===== src/rtl/alu_mc_unit.sv =====
// Multicycle LEGv8 execute unit: ALU control decode plus an iterative ALU
// datapath. The request side accepts only in IDLE, and the result side holds
// its output until the consumer takes it. LSL/LSR move one bit per cycle and
// MUL is a DATA_W-step shift-add.
module alu_mc_unit #(
  parameter int DATA_W  = 64,
  parameter int SHAMT_W = 6
) (
  input  logic               clk,
  input  logic               rst,
  input  logic               in_valid,
  output logic               in_ready,
  input  logic [10:0]        opcode,
  input  logic [1:0]         ALUOp,
  input  logic [SHAMT_W-1:0] shamt,
  input  logic [DATA_W-1:0]  a,
  input  logic [DATA_W-1:0]  b,
  output logic               out_valid,
  input  logic               out_ready,
  output logic [DATA_W-1:0]  result,
  output logic               zero,
  output logic [3:0]         ALUCtl,
  output logic               err
);

  localparam int CNT_W = SHAMT_W + 1;

  localparam logic [3:0] CTL_AND  = 4'b0000;
  localparam logic [3:0] CTL_ORR  = 4'b0001;
  localparam logic [3:0] CTL_ADD  = 4'b0010;
  localparam logic [3:0] CTL_EOR  = 4'b0011;
  localparam logic [3:0] CTL_LSL  = 4'b0100;
  localparam logic [3:0] CTL_LSR  = 4'b0101;
  localparam logic [3:0] CTL_SUB  = 4'b0110;
  localparam logic [3:0] CTL_PASS = 4'b0111;
  localparam logic [3:0] CTL_MUL  = 4'b1000;
  localparam logic [3:0] CTL_ILL  = 4'b1111;

  localparam logic [DATA_W-1:0] ONE = {{(DATA_W-1){1'b0}}, 1'b1};

  typedef enum logic [2:0] {
    S_IDLE,
    S_EXEC,
    S_SHIFT,
    S_MUL,
    S_DONE
  } state_t;

  state_t              state_q, state_d;
  logic [DATA_W-1:0]   opa_q, opa_d;     // operand A / shift value / multiplicand
  logic [DATA_W-1:0]   opb_q, opb_d;     // operand B / multiplier
  logic [DATA_W-1:0]   acc_q, acc_d;     // product accumulator
  logic [CNT_W-1:0]    cnt_q, cnt_d;     // remaining shift or multiply steps
  logic                nosh_q, nosh_d;   // shamt was zero: spend the step without shifting
  logic [3:0]          ctl_q, ctl_d;
  logic                err_q, err_d;
  logic [DATA_W-1:0]   result_q, result_d;
  logic                zero_q, zero_d;

  logic [3:0]          dec_ctl;
  logic                dec_err;
  logic [DATA_W-1:0]   exec_res;

  // Decode the incoming request; opcode is consulted only for ALUOp 10
  always_comb begin
    dec_ctl = CTL_ILL;
    dec_err = 1'b1;
    case (ALUOp)
      2'b00: begin
        dec_ctl = CTL_ADD;
        dec_err = 1'b0;
      end
      2'b01: begin
        dec_ctl = CTL_PASS;
        dec_err = 1'b0;
      end
      2'b10: begin
        dec_err = 1'b0;
        case (opcode)
          11'b10001011000: dec_ctl = CTL_ADD;
          11'b11001011000: dec_ctl = CTL_SUB;
          11'b10001010000: dec_ctl = CTL_AND;
          11'b10101010000: dec_ctl = CTL_ORR;
          11'b11001010000: dec_ctl = CTL_EOR;
          11'b11010011011: dec_ctl = CTL_LSL;
          11'b11010011010: dec_ctl = CTL_LSR;
          11'b10011011000: dec_ctl = CTL_MUL;
          default: begin
            dec_ctl = CTL_ILL;
            dec_err = 1'b1;
          end
        endcase
      end
      default: begin
        dec_ctl = CTL_ILL;
        dec_err = 1'b1;
      end
    endcase
  end

  // Single-cycle operations on the latched operands
  always_comb begin
    exec_res = '0;
    case (ctl_q)
      CTL_ADD:  exec_res = opa_q + opb_q;
      CTL_SUB:  exec_res = opa_q + ~opb_q + ONE;
      CTL_AND:  exec_res = opa_q & opb_q;
      CTL_ORR:  exec_res = opa_q | opb_q;
      CTL_EOR:  exec_res = opa_q ^ opb_q;
      CTL_PASS: exec_res = opb_q;
      default:  exec_res = '0;
    endcase
  end

  // Next-state and datapath update
  always_comb begin
    state_d  = state_q;
    opa_d    = opa_q;
    opb_d    = opb_q;
    acc_d    = acc_q;
    cnt_d    = cnt_q;
    nosh_d   = nosh_q;
    ctl_d    = ctl_q;
    err_d    = err_q;
    result_d = result_q;
    zero_d   = zero_q;
    case (state_q)
      S_IDLE: begin
        if (in_valid) begin
          opa_d  = a;
          opb_d  = b;
          acc_d  = '0;
          ctl_d  = dec_ctl;
          err_d  = dec_err;
          nosh_d = 1'b0;
          if (dec_ctl == CTL_LSL || dec_ctl == CTL_LSR) begin
            state_d = S_SHIFT;
            // shamt=0 still spends one step so its latency matches shamt=1
            if (shamt == '0) begin
              cnt_d  = CNT_W'(1);
              nosh_d = 1'b1;
            end else begin
              cnt_d  = {1'b0, shamt};
            end
          end else if (dec_ctl == CTL_MUL) begin
            state_d = S_MUL;
            cnt_d   = CNT_W'(DATA_W);
          end else begin
            state_d = S_EXEC;
          end
        end
      end
      S_EXEC: begin
        result_d = exec_res;
        zero_d   = (exec_res == '0);
        state_d  = S_DONE;
      end
      S_SHIFT: begin
        if (cnt_q == '0) begin
          result_d = opa_q;
          zero_d   = (opa_q == '0);
          state_d  = S_DONE;
        end else begin
          cnt_d = cnt_q - CNT_W'(1);
          if (!nosh_q) begin
            opa_d = (ctl_q == CTL_LSL) ? (opa_q << 1) : (opa_q >> 1);
          end
        end
      end
      S_MUL: begin
        if (cnt_q == '0) begin
          result_d = acc_q;
          zero_d   = (acc_q == '0);
          state_d  = S_DONE;
        end else begin
          if (opb_q[0]) begin
            acc_d = acc_q + opa_q;
          end
          opa_d = opa_q << 1;
          opb_d = opb_q >> 1;
          cnt_d = cnt_q - CNT_W'(1);
        end
      end
      S_DONE: begin
        if (out_ready) begin
          state_d = S_IDLE;
        end
      end
      default: state_d = S_IDLE;
    endcase
  end

  // State and datapath registers
  always_ff @(posedge clk or posedge rst) begin
    if (rst) begin
      state_q  <= S_IDLE;
      opa_q    <= '0;
      opb_q    <= '0;
      acc_q    <= '0;
      cnt_q    <= '0;
      nosh_q   <= 1'b0;
      ctl_q    <= '0;
      err_q    <= 1'b0;
      result_q <= '0;
      zero_q   <= 1'b0;
    end else begin
      state_q  <= state_d;
      opa_q    <= opa_d;
      opb_q    <= opb_d;
      acc_q    <= acc_d;
      cnt_q    <= cnt_d;
      nosh_q   <= nosh_d;
      ctl_q    <= ctl_d;
      err_q    <= err_d;
      result_q <= result_d;
      zero_q   <= zero_d;
    end
  end

  assign in_ready  = (state_q == S_IDLE);
  assign out_valid = (state_q == S_DONE);
  assign result    = result_q;
  assign zero      = zero_q;
  assign ALUCtl    = ctl_q;
  assign err       = err_q;

endmodule


===== config.mk =====
export PLATFORM = sky130hd
export DESIGN_NAME = alu_mc_unit
export DESIGN_NICKNAME = d
export VERILOG_FILES = /design/src/rtl/alu_mc_unit.sv
export SDC_FILE = /design/constraint.sdc
export NUM_CORES = 2
export LEC_CHECK = 0
export CORE_UTILIZATION = 55
export DETAILED_ROUTE_END_ITERATION = 8
export HOLD_SLACK_MARGIN = 0.12
export MAX_ROUTING_LAYER = met4
export PLACE_DENSITY = 0.76
export SYNTH_ARGS = -nofsm -noshare
export SYNTH_HDL_FRONTEND = slang
export SYNTH_SLANG_ARGS = --single-unit
export TNS_END_PERCENT = 10

===== constraint.sdc =====
create_clock -name clk -period 11.87 [get_ports clk]
set_input_delay 1.187 -clock clk [delete_from_list [all_inputs] [get_ports clk]]
set_output_delay 1.187 -clock clk [all_outputs]
set_load 0.02 [all_outputs]

==> flow_summary.yaml <==
run_status:
  outcome: "completed"
setup_path:
  crit_family: "compound AO/OA/AOI/OAI gates"
  crit_chain: "inv_1 -> ha_1 -> nand2_1 -> o21ai_1 -> a21oi_1 -> o41ai_1 -> o21bai_1 -> a31oi_1 -> o2111a_1 -> nor4_1 -> or3_1 -> or4b_1 -> nor4_1 -> a41o_1"
  path_depth: 14
  critPathCapture: "zero$_DFFE_PP0P_"
  regToRegSetupSlack_ns: 5.69
  r2r_cells: 14
  critPathMaxFanout: 15
  crit_start: "opa_q[14]$_DFFE_PP0P_"
  critPathKind: "reg2reg"
  cpMostUsedCell: "nor4_1"
  slowest_delay_ns: 0.87
  crit_buf_inv: 1
  worst-endpoint-required_ns: 12.39
  reg2reg_from: "opa_q[14]$_DFFE_PP0P_"
  rr_endpoint: "zero$_DFFE_PP0P_"
  endpoint_kind: "register"
  start_kind: "register"
  cp.arrival_ns: 6.70
  cp_slowest_cell: "o41ai_1"
die:
  die_area_um2: 53200
  rows: 83
  ioPinCount: 223
  die_h_um: 231
  core_um2: 51500
  fp.dieW_um: 231
  start_util_pct: 55.8
grt:
  grt_max_degree: 136
  grt_use_met2_pct: 64.8
  grt.busiest_layer: "met1"
  grtUsageMet1_pct: 65.6
  gr-total-overflow: 0
  grt_pass1_vias: 29600
  grt_pass1_wl_mm: 188
  track_usage_pct: 48.2
  use_met3_pct: 15.0
  antenna_found_initial: 8
synth:
  synth-seq-cells: 273
  yosysSeqAreaShare_pct: 23.8
  synth_cell_type_count: 101
  netlist_area_um2: 28800
  syn-instance-count: 3830
  synth_edf_count: 0
  synth_top_area_cell: "dfrtp_1"
  ys.flop_type: "dfrtp_1"
  synthTopCellsByArea: "dfrtp_1 (24%), ha_1 (12%), o21ai_0 (7.0%)"
  yosysWarningCount: 0
  synthesis.nets: 4249
  synth_top_area_share_pct: 23.8
  avgSynthCellArea_um2: 7.51
  async_reset_ff_share_pct: 100
clock_tree:
  tritoncts: "yes"
  cts_buffer_depth: 3
  h-tree-depth: 2
  cts.sinks: 273
  clk_latency_ns: 0.59
  clk_pin_slew_ns: 0.07
  cts_setup_buffers: 0
  cts_root_buffer: "clkbuf_16"
  cts_resized: 0
  cts_hold_buf: 0
  cts-buffers-inserted: 35
timing:
  max_freq_mhz: 162
  slew_viol_final: 0
  hold_viol_final: 0
  fin_crit_ns: 6.18
  max-slew-margin-rel_pct: 13.5
  fin_worst_skew_ns: 0.0260
  final.setup.tns_ns: 0
  setup_ws_ns: 5.69
  rsz0062_at_grt: "false"
  tightest_slew_ns: 1.28
  setup_viol: 0
  timing.final.crit_share_pct: 52.0
route:
  wl_per_cell_um: 27.7
  routed_wl_mm: 128
  drtIter0Drc: 4425
  drc: 0
  vias: 32200
  ant_nets: 0
  vias_per_cell: 6.99
  dr.pass1.iters: 6
placed_design:
  pre_cts_slack_ns: 5.97
  gp_congestion: 1.07
  hpwl_mm: 94.8
  io_buffers: 222
cells_and_area:
  area_growth_syn_to_layout_pct: 14.0
  layout-drive-gt1-share_pct: 5.20
  final_cell_mix: "nand2_1 (475), o21ai_0 (399), a21oi_1 (337), nor2_1 (303), dfrtp_1 (271)"
  seqCellArea_um2: 6840
  n_fill_cell: 4638
  multi_input_area_um2: 20300
  nets: 4317
  final_common_cell: "nand2_1"
power_and_ir_drop:
  leakagePower_nw: 14.5
  ir_worst_vdd_mv: 0.184
  p_per_area_nw_per_um2: 330
worst_hold_path:
  min_path_type: "reg2reg"
flow_run:
  maxCapViolations: 0
## Yosys cell counts, types with 23 or more instances
library cell  count
xnor2_1          55
a31oi_1          33
ha_1            265
o211ai_1         80
mux2i_1         142
o21ai_0         400
nand2_1         477
a21o_1           67
nor3_1           66
o21bai_1         41
nand3_1          72
a21oi_1         337
clkbuf_1        209
a22o_1           54
a221oi_1         40
o31ai_1          42
nand4_1          42
a22oi_1          25
nor2_1          307
nor4_1           66
dfrtp_1         273
nor2b_1          23
inv_1           222
buf_1            23
a211oi_1         36
## cell families after synthesis
kind of cell | synth area share [%]
adders and majority gates | 11.7
DFF | 23.8
muxes | 5.22
and+or+nand+nor | 19.1
xor gates and xnor gates | 2.28
buffers and inverters | 6.19
AOI/OAI and AO/OA | 31.7
## power by group
| group | internal, W | switching (W) | leakage (nW) |
|---|---|---|---|
| Combinational | 0.00252 | 0.00520 | 10.3 |
| Sequential | 0.00124 | 0.000611 | 3.50 |
| Clock | 0.000776 | 0.000484 | 0.646 |
| Total | 0.00454 | 0.00629 | 14.5 |
## layer usage
layer  wire [um]  part of all wire (%)
met1       52600                    41
met2       50900                    40
met3       17800                    14
met4        6530                   5.1
met5           0                     0
## stage by stage
step	utilization (%)	power, W	hold slack [ns]	instances	instance area (um^2)
finish	63.7	0.0108	0.473	4613	32800
global route	63.6	0.0113	0.497	4612	32800
CTS	63.6	0.0104	0.482	4605	32800
detailed placement	61.0	0.00914	0.469	4541	31400
global placement	61.0	0.00914	0.461	4541	31400
floorplan	-	0.00659	0.439	3830	28800
## final cells by class
cell class	instances	area share, %
clock inverter	18	0.958
inverter	223	2.58
timing repair buffer	276	8.05
clock buffer	46	3.08
antenna	8	0.0611
sequential	273	20.9
tap	680	2.60
multi-input combinational	3089	61.8
## worst register-to-register path, stage by stage, from the launching register on
cell	delay [ns]
dfrtp_1	0.57
inv_1	0.11
ha_1	0.62
nand2_1	0.13
o21ai_1	0.26
a21oi_1	0.16
o41ai_1	0.87
o21bai_1	0.43
a31oi_1	0.77
o2111a_1	0.28
nor4_1	0.05
or3_1	0.39
or4b_1	0.64
nor4_1	0.56
a41o_1	0.26
## how the worst min path moves through the flow
stage,start,end,slack [ns],cells after the start
2_1_floorplan,nosh_q$_DFFE_PP0P_,nosh_q$_DFFE_PP0P_,0.44,2
3_3_place_gp,result[5]$_DFFE_PP0P_,result[5]$_DFFE_PP0P_,0.46,1
3_5_place_dp,result[30]$_DFFE_PP0P_,result[30]$_DFFE_PP0P_,0.47,2
4_1_cts,result[30]$_DFFE_PP0P_,result[30]$_DFFE_PP0P_,0.48,2
5_1_grt,result[28]$_DFFE_PP0P_,result[28]$_DFFE_PP0P_,0.50,2
6_report,result[28]$_DFFE_PP0P_,result[28]$_DFFE_PP0P_,0.47,2
## flip-flops by register name, indices dropped and copies added (netlist names)
| name | count |
|---|---|
| acc_q | 64 |
| opa_q | 64 |
| opb_q | 64 |
| result | 64 |
| cnt_q | 7 |
| ALUCtl | 4 |
| state_q | 3 |
| err | 1 |
| nosh_q | 1 |
| zero | 1 |
No activity file was read; power rests on OpenSTA's default activity.
